File: config.mk
export PLATFORM = sky130hd
export DESIGN_NAME = cpu_exec
export DESIGN_NICKNAME = d
export VERILOG_FILES = /design/src/rtl/cpu_pkg.sv /design/src/rtl/cpu_alu.sv /design/src/rtl/cpu_exec.sv
export SDC_FILE = /design/constraint.sdc
export NUM_CORES = 1
export LEC_CHECK = 0
export BUFFER_PORTS_ARGS = -buffer_cell sky130_fd_sc_hd__buf_2
export CAP_MARGIN = 20
export CELL_PAD_IN_SITES_DETAIL_PLACEMENT = 0
export CELL_PAD_IN_SITES_GLOBAL_PLACEMENT = 1
export CORE_ASPECT_RATIO = 0.5
export CORE_UTILIZATION = 39
export DETAILED_ROUTE_END_ITERATION = 12
export GPL_ROUTABILITY_DRIVEN = 0
export PLACE_DENSITY_LB_ADDON = 0.1
export RECOVER_POWER = 100
export SYNTH_ARGS = -nofsm -noshare
export SYNTH_HDL_FRONTEND = slang
export SYNTH_SLANG_ARGS = --single-unit
File: constraint.sdc
create_clock -name clk -period 3.2 [get_ports clk]
set_input_delay 0 -clock clk [delete_from_list [all_inputs] [get_ports clk]]
set_output_delay 0 -clock clk [all_outputs]
set_load 0.01 [all_outputs]
File: src/rtl/cpu_pkg.sv
// Shared definitions for the 8-bit accumulator CPU execute stage:
// opcode/destination encodings, default widths and FSM state encoding.
package cpu_pkg;

  localparam int DATA_W_DEF = 8;
  localparam int PC_W_DEF   = 4;

  localparam logic [2:0] OP_NOP  = 3'd0;
  localparam logic [2:0] OP_MOV  = 3'd1;
  localparam logic [2:0] OP_ADD  = 3'd2;
  localparam logic [2:0] OP_SUB  = 3'd3;
  localparam logic [2:0] OP_NEG  = 3'd4;
  localparam logic [2:0] OP_SWP  = 3'd5;
  localparam logic [2:0] OP_SAV  = 3'd6;
  localparam logic [2:0] OP_HALT = 3'd7;

  localparam logic [2:0] DEST_NONE = 3'd0;
  localparam logic [2:0] DEST_ACC  = 3'd1;
  localparam logic [2:0] DEST_BAK  = 3'd2;
  localparam logic [2:0] DEST_OUT  = 3'd3;

  typedef enum logic [1:0] {
    ST_IDLE     = 2'd0,
    ST_EXEC     = 2'd1,
    ST_OUT_WAIT = 2'd2,
    ST_HALTED   = 2'd3
  } state_e;

  // Only the ALU operations route their result to a destination.
  function automatic logic op_uses_dest(input logic [2:0] op);
    return (op == OP_MOV) || (op == OP_ADD) || (op == OP_SUB) || (op == OP_NEG);
  endfunction

endpackage

File: src/rtl/cpu_alu.sv
// Combinational ALU for the execute stage: (op, acc, src) -> result.
// Arithmetic wraps modulo 2^DATA_W; carry and borrow are not produced.
module cpu_alu
  import cpu_pkg::*;
#(
  parameter int DATA_W = DATA_W_DEF
) (
  input  logic [2:0]        op_i,
  input  logic [DATA_W-1:0] acc_i,
  input  logic [DATA_W-1:0] src_i,
  output logic [DATA_W-1:0] result_o
);

  always_comb begin
    result_o = acc_i;
    case (op_i)
      OP_MOV:  result_o = src_i;
      OP_ADD:  result_o = acc_i + src_i;
      OP_SUB:  result_o = acc_i - src_i;
      OP_NEG:  result_o = '0 - src_i;
      default: result_o = acc_i;
    endcase
  end

endmodule

File: src/rtl/cpu_exec.sv
// Execute/writeback stage: latches one decoded instruction, updates ACC/BAK,
// drives the output port with a valid/ready handshake and returns the next PC.
module cpu_exec
  import cpu_pkg::*;
#(
  parameter int DATA_W = DATA_W_DEF,
  parameter int PC_W   = PC_W_DEF
) (
  input  logic              clk,
  input  logic              rst,
  input  logic              in_valid,
  output logic              in_ready,
  input  logic [DATA_W-1:0] in_src_value,
  input  logic [2:0]        in_operation,
  input  logic [2:0]        in_out_dest,
  input  logic              in_flow,
  input  logic [PC_W-1:0]   in_jump,
  input  logic [PC_W-1:0]   in_pc,
  output logic              out_valid,
  input  logic              out_ready,
  output logic [DATA_W-1:0] out_data,
  output logic              pc_valid,
  output logic [PC_W-1:0]   next_pc,
  output logic [DATA_W-1:0] acc,
  output logic [DATA_W-1:0] bak,
  output logic              acc_zero,
  output logic              halted
);

  state_e            state_q;
  logic [DATA_W-1:0] src_q;
  logic [2:0]        op_q;
  logic [2:0]        dest_q;
  logic              flow_q;
  logic [PC_W-1:0]   jump_q;
  logic [PC_W-1:0]   pc_q;
  logic [DATA_W-1:0] acc_q, acc_d;
  logic [DATA_W-1:0] bak_q, bak_d;
  logic [DATA_W-1:0] out_data_q;
  logic              out_valid_q;
  logic              pc_valid_q;
  logic [PC_W-1:0]   next_pc_q, next_pc_d;
  logic              halted_q;
  logic [DATA_W-1:0] alu_result;
  logic              to_out;

  cpu_alu #(.DATA_W(DATA_W)) u_alu (
    .op_i     (op_q),
    .acc_i    (acc_q),
    .src_i    (src_q),
    .result_o (alu_result)
  );

  // Writeback of the latched instruction; only committed in EXEC.
  always_comb begin
    acc_d = acc_q;
    bak_d = bak_q;
    case (op_q)
      OP_SWP: begin
        acc_d = bak_q;
        bak_d = acc_q;
      end
      OP_SAV: bak_d = acc_q;
      OP_MOV, OP_ADD, OP_SUB, OP_NEG: begin
        if (dest_q == DEST_ACC) begin
          acc_d = alu_result;
        end else if (dest_q == DEST_BAK) begin
          bak_d = alu_result;
        end
      end
      default: ;
    endcase
  end

  // The branch test uses ACC after this instruction's writeback.
  always_comb begin
    if (flow_q && (acc_d == '0)) begin
      next_pc_d = jump_q;
    end else begin
      next_pc_d = pc_q + PC_W'(1);
    end
  end

  assign to_out = op_uses_dest(op_q) && (dest_q == DEST_OUT);

  always_ff @(posedge clk or negedge rst) begin
    if (!rst) begin
      state_q     <= ST_IDLE;
      src_q       <= '0;
      op_q        <= OP_NOP;
      dest_q      <= DEST_NONE;
      flow_q      <= 1'b0;
      jump_q      <= '0;
      pc_q        <= '0;
      acc_q       <= '0;
      bak_q       <= '0;
      out_data_q  <= '0;
      out_valid_q <= 1'b0;
      pc_valid_q  <= 1'b0;
      next_pc_q   <= '0;
      halted_q    <= 1'b0;
    end else begin
      pc_valid_q <= 1'b0;
      case (state_q)
        ST_IDLE: begin
          if (in_valid) begin
            src_q   <= in_src_value;
            op_q    <= in_operation;
            dest_q  <= in_out_dest;
            flow_q  <= in_flow;
            jump_q  <= in_jump;
            pc_q    <= in_pc;
            state_q <= ST_EXEC;
          end
        end
        ST_EXEC: begin
          if (op_q == OP_HALT) begin
            halted_q <= 1'b1;
            state_q  <= ST_HALTED;
          end else begin
            acc_q     <= acc_d;
            bak_q     <= bak_d;
            next_pc_q <= next_pc_d;
            if (to_out) begin
              out_data_q  <= alu_result;
              out_valid_q <= 1'b1;
              state_q     <= ST_OUT_WAIT;
            end else begin
              pc_valid_q <= 1'b1;
              state_q    <= ST_IDLE;
            end
          end
        end
        ST_OUT_WAIT: begin
          if (out_ready) begin
            out_valid_q <= 1'b0;
            pc_valid_q  <= 1'b1;
            state_q     <= ST_IDLE;
          end
        end
        ST_HALTED: state_q <= ST_HALTED;
        default:   state_q <= ST_IDLE;
      endcase
    end
  end

  assign in_ready  = (state_q == ST_IDLE);
  assign out_valid = out_valid_q;
  assign out_data  = out_data_q;
  assign pc_valid  = pc_valid_q;
  assign next_pc   = next_pc_q;
  assign acc       = acc_q;
  assign bak       = bak_q;
  assign acc_zero  = (acc_q == '0);
  assign halted    = halted_q;

endmodule
==> results of run 1 <==
## power by group through the flow
stage / sequential, uW / clock (uW) / combinational, uW
after floorplan: 1350 / 0 / 2270
after global placement: 1310 / 0 / 3320
after detailed placement: 1320 / 0 / 3370
after CTS: 1320 / 590 / 3590
after global routing: 1380 / 612 / 4080
final: 1330 / 571 / 3700
## cell type report
class                      count  area [sq um]  area share (%)
multi-input combinational    296          2290            48.0
sequential                    56          1400            29.3
timing repair buffer         117           734            15.4
tap                          117           146            3.06
clock buffer                   5           125            2.62
inverter                      16          60.1            1.26
clock inverter                 3          21.3           0.445
## timing repair
item | in CTS | in global routing
gates resized for setup | 17 | 19
hold buffers | 24 | 0
pin swaps | 16 | 24
endpoints found under the hold margin | 46 | 0
endpoints found under the setup margin | 4 | 7
setup buffers | 6 | 2
## routing by layer
layer	GRT usage (%)	part of all wire (%)	vias to the layer above
met2	35.3	44	69
met1	31.7	50	1588
li1	-	-	1604
met3	4.33	4.9	6
met5	0	0	-
met4	4.20	0.75	0
## per-stage QoR
| stage | utilization, % | setup WS [ns] | total power [uW] | TNS [ns] |
|---|---|---|---|---|
| 6_report | 53.6 | -0.0732 | 5600 | -0.139 |
| 5_1_grt | 53.6 | -0.189 | 6070 | -0.826 |
| 3_3_place_gp | 47.5 | -0.0194 | 4630 | -0.0411 |
| 4_1_cts | 53.2 | -0.0117 | 5490 | -0.0151 |
| 3_5_place_dp | 47.5 | -0.0682 | 4690 | -0.168 |
| 2_1_floorplan | - | 0.00446 | 3620 | 0 |
## worst paths after layout
check                               startpoint                     end  slack, ns  cells past startpoint
max                        op_q[1]$_DFFE_PN0P_  next_pc[3]$_DFFE_PN0P_      -0.07                     12
min                                  out_ready   out_valid$_DFFE_PN0P_       0.04                      4
max reg2reg                op_q[1]$_DFFE_PN0P_  next_pc[3]$_DFFE_PN0P_      -0.07                     12
min reg2reg                 halted$_DFFE_PN0P_      halted$_DFFE_PN0P_       0.48                      1
max in group asynchronous                  rst      bak[0]$_DFFE_PN0P_       1.12                      3
min in group asynchronous                  rst     pc_q[0]$_DFFE_PN0P_       0.57                      2
## flip-flops by register name, indices dropped and copies added, names as in the netlist
signal / count
out_valid: 1
acc: 8
dest_q: 3
next_pc: 4
pc_valid: 1
bak: 8
src_q: 8
out_data: 8
state_q: 2
op_q: 3
halted: 1
flow_q: 1
jump_q: 4
pc_q: 4
## worst max-delay path, stage by stage (launching register included)
cell	delay, ns
dfrtp_1	0.39
or3b_4	0.44
buf_6	0.15
and2_4	0.15
ha_4	0.15
or4_1	0.52
o22a_1	0.25
mux2i_1	0.20
xnor2_1	0.15
o211ai_2	0.19
o21ba_4	0.30
nor4_4	0.21
nor3_1	0.07
## kinds of logic after synthesis
kind of cell	synth area share (%)
simple gates	14.8
compound gates	20.8
xor+xnor	3.57
buf+inv	3.74
flops	38.1
fa+ha+maj	7.89
mux	11.1
## placed cells by master (no fill, tap or decap), types with 4 or more instances in the layout
cell / synthesis / routed
o21ai_0: 25 / 23
buf_2: 7 / 31
and2_1: 9 / 4
a21oi_2: 1 / 5
a21oi_1: 22 / 18
dfrtp_1: 56 / 56
nand3_1: 7 / 7
nand2_1: 40 / 38
clkbuf_16: 0 / 5
a22oi_1: 11 / 11
dlygate4sd3_1: 0 / 24
mux2_2: 31 / 30
nor2_1: 26 / 26
o221ai_1: 4 / 4
a21o_1: 4 / 4
inv_1: 16 / 16
buf_4: 1 / 23
nand2b_1: 5 / 5
ha_1: 20 / 14
xor2_1: 4 / 4
nor2b_1: 6 / 6
a31oi_1: 5 / 5
a211oi_2: 2 / 4
nor3_1: 4 / 4
mux2i_1: 6 / 6
clkbuf_1: 6 / 35
xnor2_1: 11 / 11
o21a_1: 5 / 5
==> results by group, run 1 <==
Cells and area
  • Synthesis-to-finish area growth: 29.9%
  • Finished layout cell area: 4780 sq um
  • Filler cell count: 820
  • Fraction of layout cells with a size suffix above 1: 27.4%
  • Post-layout nets: 541
  • Filler-free cell count of the finished design: 610
  • Ant diodes: 0

STA
  • Final clock period utilization by the worst path: 102%
  • Final clock skew: 0.00449 ns
  • Final setup slack of the worst path: -0.0732 ns
  • Max Clock Freq: 0.306 GHz
  • Final setup violation count: 3
  • RSZ-0062 raised after global routing: true
  • Time the final worst path needs with I/O delays and setup: 3.27 ns
  • Final Slew Violations: 24
  • Minimum hold slack: 0.0356 ns
  • Final number of hold-violating endpoints: 0
  • Slew @ Worst Pin: 1.52 ns
  • Worst slew margin: -1.04%

GRT
  • First-pass GRT wire length: 17000 um
  • Overflow left after global routing: 0
  • Via count of the first global-routing pass: 3258
  • Pin count of the biggest net entering global routing: 34
  • Aggregate global-route resource usage: 22.2%
  • Initial antenna violation count: 0

Status
  • Failing checks: capacitance limit, slew limit, setup timing
  • Result of the run: finished, violations left

Power and ir drop
  • Cell-internal power: 2980 uW
  • Sw frac: 46.8%
  • Power density cells: 1170 nW/um^2
  • Leak: 0.00209 uW
  • Share of power burned in registers: 23.8%
  • Sw Pwr: 2620 uW
  • Clock share of power: 10.2%
  • VDD IR-drop max: 0.000416 V
  • Logic gate share of total power: 66.0%

Yosys
  • Cells taking the most area after synthesis: dfrtp_1 (38%), mux2_2 (9.5%), ha_1 (6.8%), nand2_1 (4.1%), o21ai_0 (3.4%)
  • YS warnings: 0
  • Post-Syn Nets: 434
  • Proportion of synthesized chip area in sequential cells: 38.1%
  • Most frequent cells after synthesis: dfrtp_1 (56), nand2_1 (40), mux2_2 (31)
  • Post-synth EDFFs: 0
  • Most frequent cell after synthesis: dfrtp_1
  • Dominant cell type by area after synthesis: dfrtp_1
  • Area share of the largest cell type after synthesis: 38.1%
  • Distinct cell type count after synthesis: 60
  • Synth Cell Area: 3680 sq um
  • Async SR Flop Fraction: 100%
  • Mean post-synth cell area: 9.56 sq um
  • Number of synthesized register bits: 56
  • Synthesized instance count: 385
  • Most instantiated flip-flop cell in the synthesis netlist: dfrtp_1

Clock network
  • TritonCTS Buffers: 5
  • CTS H-tree lvls: 2
  • Clock tree root driver cell: clkbuf_16
  • TritonCTS clock tree: yes
  • Source-to-sink clock delay at the later pin of the worst-skew pair: 0.30 ns
  • Max Buffers Root-to-Sink: 2
  • Number of clock sinks: 56
  • Clock transition at path regs: 0.08 ns

Critical path
  • Crit path arrival time: 3.46 ns
  • Req. time, crit path: 3.39 ns
  • CP endpoint kind: flop
  • CP startpoint kind: flop
  • Type of the setup path with the least slack: reg2reg
  • Highest fanout seen on the critical path: 6

Floorplan
  • I/O pin count: 60
  • Die ar.: 9850 sq um
  • Die Height: 70.7 um
  • Area of the core region: 8920 sq um
  • Number of placement rows: 24
  • Starting density of the core: 41.3%
  • Die outline width: 139 um

Drt
  • Wire per inst: 17.0 um
  • DR pass1 iterations: 4
  • Total Wirelength: 10400 um
  • Number of remaining DRC errors: 0
  • First-iteration detailed-routing DRC count: 220
  • Average vias per placed instance: 5.36
  • Count of nets left with antenna violations after detail routing: 0
  • Vias: 3267

Place
  • Inst Count DP: 570
  • Half-perimeter wire length of the detailed placement result: 7600 um
  • Post-placement cell area: 4240 sq um
  • Number of port buffers: 59

Flow run
  • Max_cap viols: 1

Min path
  • Classification of the worst-slack hold path: in2reg
(Power assumes the default switching activity.)
==> run 2, diff against run 1 <==
--- a/config.mk
+++ b/config.mk
@@ -5,16 +5,18 @@
 export SDC_FILE = /design/constraint.sdc
 export NUM_CORES = 1
 export LEC_CHECK = 0
-export BUFFER_PORTS_ARGS = -buffer_cell sky130_fd_sc_hd__buf_2
 export CAP_MARGIN = 20
 export CELL_PAD_IN_SITES_DETAIL_PLACEMENT = 0
 export CELL_PAD_IN_SITES_GLOBAL_PLACEMENT = 1
 export CORE_ASPECT_RATIO = 0.5
-export CORE_UTILIZATION = 39
+export CORE_UTILIZATION = 44
 export DETAILED_ROUTE_END_ITERATION = 12
+export DONT_BUFFER_PORTS = 1
 export GPL_ROUTABILITY_DRIVEN = 0
+export GPL_TIMING_DRIVEN = 0
 export PLACE_DENSITY_LB_ADDON = 0.1
 export RECOVER_POWER = 100
+export SLEW_MARGIN = 10
 export SYNTH_ARGS = -nofsm -noshare
 export SYNTH_HDL_FRONTEND = slang
 export SYNTH_SLANG_ARGS = --single-unit
==> run 2 against run 1 <==
  * The flow finishes with violations (setup timing)
  * Combinational power is 7.6% lower
  * Clock-buffer cell count increased by 1
  * Cell count fell by 9.8%
  * Non-clock buffer count decreased by 55
  * First-iteration DRC count down 17%
==> results by group, run 2 (synthesis results as in run 1) <==
Status
  • Result of the run: finished, violations left
  • Failing checks: setup timing

Drt
  • Total Wirelength: 10300 um
  • First-iteration detailed-routing DRC count: 183
  • Average vias per placed instance: 5.70
  • DR pass1 iterations: 5
  • Count of nets left with antenna violations after detail routing: 0
  • Vias: 3136
  • Wire per inst: 18.7 um
  • Number of remaining DRC errors: 0

STA
  • Time the final worst path needs with I/O delays and setup: 3.38 ns
  • RSZ-0062 raised after global routing: true
  • Final clock period utilization by the worst path: 106%
  • Final clock skew: 0.00574 ns
  • Worst slew margin: 3.85%
  • Slew @ Worst Pin: 1.44 ns
  • Final number of hold-violating endpoints: 0
  • Final Slew Violations: 0
  • Max Clock Freq: 0.296 GHz
  • Final setup slack of the worst path: -0.179 ns
  • Final setup violation count: 7

Power and ir drop
  • Sw frac: 46.6%
  • Logic gate share of total power: 61.8%
  • Share of power burned in registers: 26.5%
  • Power density cells: 1220 nW/um^2
  • Sw Pwr: 2570 uW
  • VDD IR-drop max: 0.000451 V
  • Clock share of power: 11.7%
  • Design Power: 5530 uW
  • Cell-internal power: 2950 uW
  • Leak: 0.00194 uW

Place
  • Number of port buffers: 0
  • Half-perimeter wire length of the detailed placement result: 7140 um
  • Post-placement cell area: 3820 sq um
  • Inst Count DP: 497

Cells and area
  • Area used by multi-input combinational logic: 2280 sq um
  • Filler-free cell count of the finished design: 550
  • Total area of sequential cells: 1400 sq um
  • Synthesis-to-finish area growth: 23.2%
  • Fraction of layout cells with a size suffix above 1: 22.4%
  • Final core area utilization: 56.3%
  • Finished layout cell area: 4540 sq um
  • Leading cell types in the layout, fill and taps excluded: dfrtp_1 (55), nand2_1 (39), mux2_2 (30)
  • Filler cell count: 749
  • Ant diodes: 0
  • Most frequent standard cell in the layout excluding fill and tap cells: dfrtp_1
  • Post-layout nets: 486

Critical path
  • Crit path arrival time: 3.56 ns
  • Highest fanout seen on the critical path: 5
  • Req. time, crit path: 3.39 ns
  • Launching instance or port of the critical path: op_q[0]$_DFFE_PN0P_
  • CP startpoint kind: flop
  • CP endpoint kind: flop
  • Reg2Reg Launch Point: op_q[0]$_DFFE_PN0P_
  • Type of the setup path with the least slack: reg2reg
  • Number of cells on the worst reg-to-reg path: 13

GRT
  • Aggregate global-route resource usage: 24.8%
  • Overflow left after global routing: 0
  • Pin count of the biggest net entering global routing: 57
  • First-pass GRT wire length: 16400 um
  • Initial antenna violation count: 0
  • Via count of the first global-routing pass: 3077

Floorplan
  • Die outline width: 131 um
  • I/O pin count: 60
  • Number of placement rows: 23
  • Die ar.: 8760 sq um
  • Die Height: 66.7 um
  • Area of the core region: 8060 sq um
  • Starting density of the core: 45.7%

Clock network
  • Source-to-sink clock delay at the later pin of the worst-skew pair: 0.30 ns
  • Clock tree root driver cell: clkbuf_16
  • Clock transition at path regs: 0.08 ns
  • TritonCTS clock tree: yes
  • TritonCTS Buffers: 5
  • Max Buffers Root-to-Sink: 2
  • Number of clock sinks: 56
  • CTS H-tree lvls: 2

Flow run
  • Max_cap viols: 0

Min path
  • Worst Hold Launch: in_valid
  • Classification of the worst-slack hold path: in2reg
  • Number of cells on the worst hold path: 2
[run 2: final timing paths]
| kind | end | slack (ns) |
|---|---|---|
| hold / removal | dest_q[2]$_DFFE_PN0P_ | 0.04 |
| max in group asynchronous | op_q[1]$_DFFE_PN0P_ | 1.68 |
| hold reg to reg | jump_q[2]$_DFFE_PN0P_ | 0.53 |
| setup reg to reg | next_pc[2]$_DFFE_PN0P_ | -0.18 |
| min in group asynchronous | src_q[5]$_DFFE_PN0P_ | 0.57 |
| setup / recovery | next_pc[2]$_DFFE_PN0P_ | -0.18 |
[run 2: power by group through the flow]
stage | logic, uW | clock network, uW | registers, uW
after floorplan | 2270 | 0 | 1350
after global placement | 2820 | 0 | 1480
after detailed placement | 2870 | 0 | 1490
after CTS | 3230 | 656 | 1460
after global routing | 3740 | 681 | 1510
final | 3420 | 647 | 1460
[run 2: layout make-up]
| class | instances | share of cell area [%] |
|---|---|---|
| Timing Repair Buffer | 45 | 8.91 |
| Clock buffer | 6 | 2.84 |
| Buffer | 17 | 1.77 |
| Tap cell | 112 | 3.09 |
| Clock inverter | 2 | 0.855 |
| Sequential cell | 56 | 30.9 |
| Inverter | 16 | 1.32 |
| Multi-Input combinational cell | 296 | 50.3 |
[run 2: metrics by stage]
step / TNS (ns) / setup WS (ns) / hold WS [ns]
finish: -0.748 / -0.179 / 0.0361
floorplan: 0 / 0.00446 / -0.296
CTS: -0.878 / -0.172 / 0.0474
global route: -1.40 / -0.294 / 0.0563
global placement: -1.35 / -0.336 / -0.295
detailed placement: -1.72 / -0.372 / -0.294
[run 2: what timing repair did]
action | 4_1_cts | 5_1_grt
gates resized for setup | 21 | 12
hold buffers | 27 | 0
endpoints found under the setup margin | 8 | 10
buffers inserted | 15 | 3
endpoints found under the hold margin | 83 | 0
pin swaps | 19 | 13
[run 2: layer usage]
layer / track usage [%] / share of wire, % / up-vias
met5: 0 / 0 / -
met3: 5.18 / 5.4 / 12
met1: 33.9 / 48 / 1534
met2: 40.4 / 45 / 91
li1: - / - / 1499
met4: 6.10 / 1.1 / 0
[run 2: critical path, cell delays in order (launching register included)]
cell and delay, ns:
dfrtp_1 0.38, or3b_1 0.38, buf_6 0.14, buf_4 0.14, and2_4 0.15, ha_4 0.16, or4_4 0.53, o22a_1 0.23
mux2i_1 0.15, xnor2_1 0.25, o211ai_4 0.16, o21ba_2 0.27, nor4_1 0.23, nor3_1 0.07
==> run 3, diff against run 2 <==
--- a/config.mk
+++ b/config.mk
@@ -9,7 +9,7 @@
 export CELL_PAD_IN_SITES_DETAIL_PLACEMENT = 0
 export CELL_PAD_IN_SITES_GLOBAL_PLACEMENT = 1
 export CORE_ASPECT_RATIO = 0.5
-export CORE_UTILIZATION = 44
+export CORE_UTILIZATION = 49
 export DETAILED_ROUTE_END_ITERATION = 12
 export DONT_BUFFER_PORTS = 1
 export GPL_ROUTABILITY_DRIVEN = 0
==> constraint.sdc (replaced) <==
create_clock -name clk -period 3.24 [get_ports clk]
set_input_delay 0 -clock clk [delete_from_list [all_inputs] [get_ports clk]]
set_output_delay 0 -clock clk [all_outputs]
set_load 0.01 [all_outputs]
==> run 3 against run 2 <==
  * The run ends with capacitance limit, slew limit, setup timing left
  * Design area down 1.2%
  * Setup slack better by 0.041 ns
  * Sequential power about the same
  * Clock power down 14%
  * Fmax about the same
  * Clock-buffer cell count down 1
  * Critical path depth up 1
  * Via count up 0.38%
  * Power down 3.8%
  * Clock skew up 0.00080 ns
==> results by group, run 3 (synthesis results as in run 1) <==
STA
  • Max Clock Freq: 0.296 GHz
  • Slew @ Worst Pin: 2.48 ns
  • Final clock period utilization by the worst path: 104%
  • Final setup slack of the worst path: -0.138 ns
  • Final setup violation count: 5
  • Time the final worst path needs with I/O delays and setup: 3.38 ns
  • Worst slew margin: -65.3%
  • RSZ-0062 raised after global routing: true
  • Final number of hold-violating endpoints: 0
  • Final Slew Violations: 57
  • Final clock skew: 0.00654 ns
  • Minimum hold slack: 0.0637 ns

Min path
  • Classification of the worst-slack hold path: in2reg

Floorplan
  • Die outline width: 125 um
  • Number of placement rows: 21
  • Area of the core region: 6960 sq um
  • I/O pin count: 60
  • Starting density of the core: 52.9%
  • Die Height: 63.3 um
  • Die ar.: 7880 sq um

Drt
  • DR pass1 iterations: 5
  • Count of nets left with antenna violations after detail routing: 0
  • Number of remaining DRC errors: 0
  • Total Wirelength: 9840 um
  • Vias: 3148
  • Wire per inst: 18.5 um
  • Average vias per placed instance: 5.93
  • First-iteration detailed-routing DRC count: 206

GRT
  • Initial antenna violation count: 0
  • Aggregate global-route resource usage: 26.2%
  • First-pass GRT wire length: 16100 um
  • Overflow left after global routing: 0
  • Pin count of the biggest net entering global routing: 57
  • Via count of the first global-routing pass: 3205

Cells and area
  • Synthesis-to-finish area growth: 21.8%
  • Fraction of layout cells with a size suffix above 1: 22.6%
  • Post-layout nets: 487
  • Most frequent standard cell in the layout excluding fill and tap cells: dfrtp_1
  • Ant diodes: 0
  • Leading cell types in the layout, fill and taps excluded: dfrtp_1 (55), nand2_1 (39), mux2_2 (30)

Critical path
  • Cell type group with the largest total delay on the critical path: compound AO/OA/AOI/OAI gates
  • Req. time, crit path: 3.42 ns
  • CP max-delay cell: dfrtp_1
  • Series of cell instances along the critical path: or3b_1 > buf_6 > and2_1 > ha_1 > o21ai_0 > a21oi_2 > o21ai_0 > o32ai_1 > a211o_1 > a21oi_2 > nand4_1 > buf_4 > nor4_4 > nor3_1
  • Crit path arrival time: 3.56 ns
  • CP startpoint kind: flop
  • Highest fanout seen on the critical path: 6
  • CP endpoint kind: flop
  • Type of the setup path with the least slack: reg2reg
  • Worst Path Buf+Inv: 2
  • Stage delay of the slowest cell on the critical path: 0.39 ns

Power and ir drop
  • Power density cells: 1190 nW/um^2
  • Leak: 0.00194 uW
  • VDD IR-drop max: 0.000482 V

Clock network
  • TritonCTS Buffers: 5
  • CTS H-tree lvls: 2
  • Number of clock sinks: 56
  • Clock transition at path regs: 0.07 ns
  • Max Buffers Root-to-Sink: 2
  • Source-to-sink clock delay at the later pin of the worst-skew pair: 0.30 ns
  • Clock tree root driver cell: clkbuf_16
  • TritonCTS clock tree: yes

Status
  • Failing checks: capacitance limit, slew limit, setup timing
  • Result of the run: finished, violations left

Flow run
  • Max_cap viols: 1

Place
  • Number of port buffers: 0
  • Half-perimeter wire length of the detailed placement result: 7090 um
  • Setup slack at placement: -0.341 ns
run 3: cell type report:
cell class | instances | area, sq um
Sequential cell | 56 | 1400
Tap cell | 92 | 115
Inverter | 16 | 60.1
Buffer | 17 | 81.3
Clock buffer | 5 | 125
Timing Repair Buffer | 46 | 412
Multi-Input combinational cell | 296 | 2270
Fill cell | 583 | 2480
Clock inverter | 3 | 21.3
run 3: final timing paths:
check                           depth (start not counted)                      to  slack [ns]             startpoint
worst max-delay path                                   14  next_pc[2]$_DFFE_PN0P_       -0.14    op_q[0]$_DFFE_PN0P_
worst min-delay path                                    2   jump_q[3]$_DFFE_PN0P_        0.06               in_valid
worst max register to register                         14  next_pc[2]$_DFFE_PN0P_       -0.14    op_q[0]$_DFFE_PN0P_
worst min register to register                          1   jump_q[0]$_DFFE_PN0P_        0.52  jump_q[0]$_DFFE_PN0P_
max in group asynchronous                               2     op_q[1]$_DFFE_PN0P_        0.51                    rst
min in group asynchronous                               2   dest_q[2]$_DFFE_PN0P_        1.13                    rst
run 3: through the flow:
step	util, %	cell area [sq um]	setup TNS, ns	std cells	total power [uW]
finish	64.4	4480	-0.510	531	5320
global route	64.4	4480	-1.26	531	5700
CTS	63.3	4410	-0.539	524	5150
detailed placement	54.5	3800	-1.40	477	4290
global placement	54.5	3800	-1.06	477	4200
floorplan	-	3680	0	385	3570
run 3: metal layers:
layer	routed length (um)	up-vias	track usage (%)
li1	-	1503	-
met1	4500	1548	35.0
met2	4610	86	44.1
met3	643	11	5.44
met4	91	0	5.72
met5	0	-	0
run 3: repair_timing:
item	4_1_cts	5_1_grt
endpoints found under the hold margin	83	0
pin swaps	18	10
setup endpoints to repair	8	7
gates resized for setup	20	9
hold buffers	27	0
setup buffers	12	7
run 3: power by group:
group          internal (uW)  total (uW)  switching [uW]
Combinational           1510        3320            1810
Clock                    289         554             265
Sequential              1020        1440             425
run 3: worst register-to-register path: stages, from the launching register on:
cell and delay, ns:
dfrtp_1 0.39, or3b_1 0.39, buf_6 0.14, and2_1 0.15, ha_1 0.32, o21ai_0 0.25, a21oi_2 0.08, o21ai_0 0.19
o32ai_1 0.14, a211o_1 0.39, a21oi_2 0.21, nand4_1 0.21, buf_4 0.22, nor4_4 0.12, nor3_1 0.07
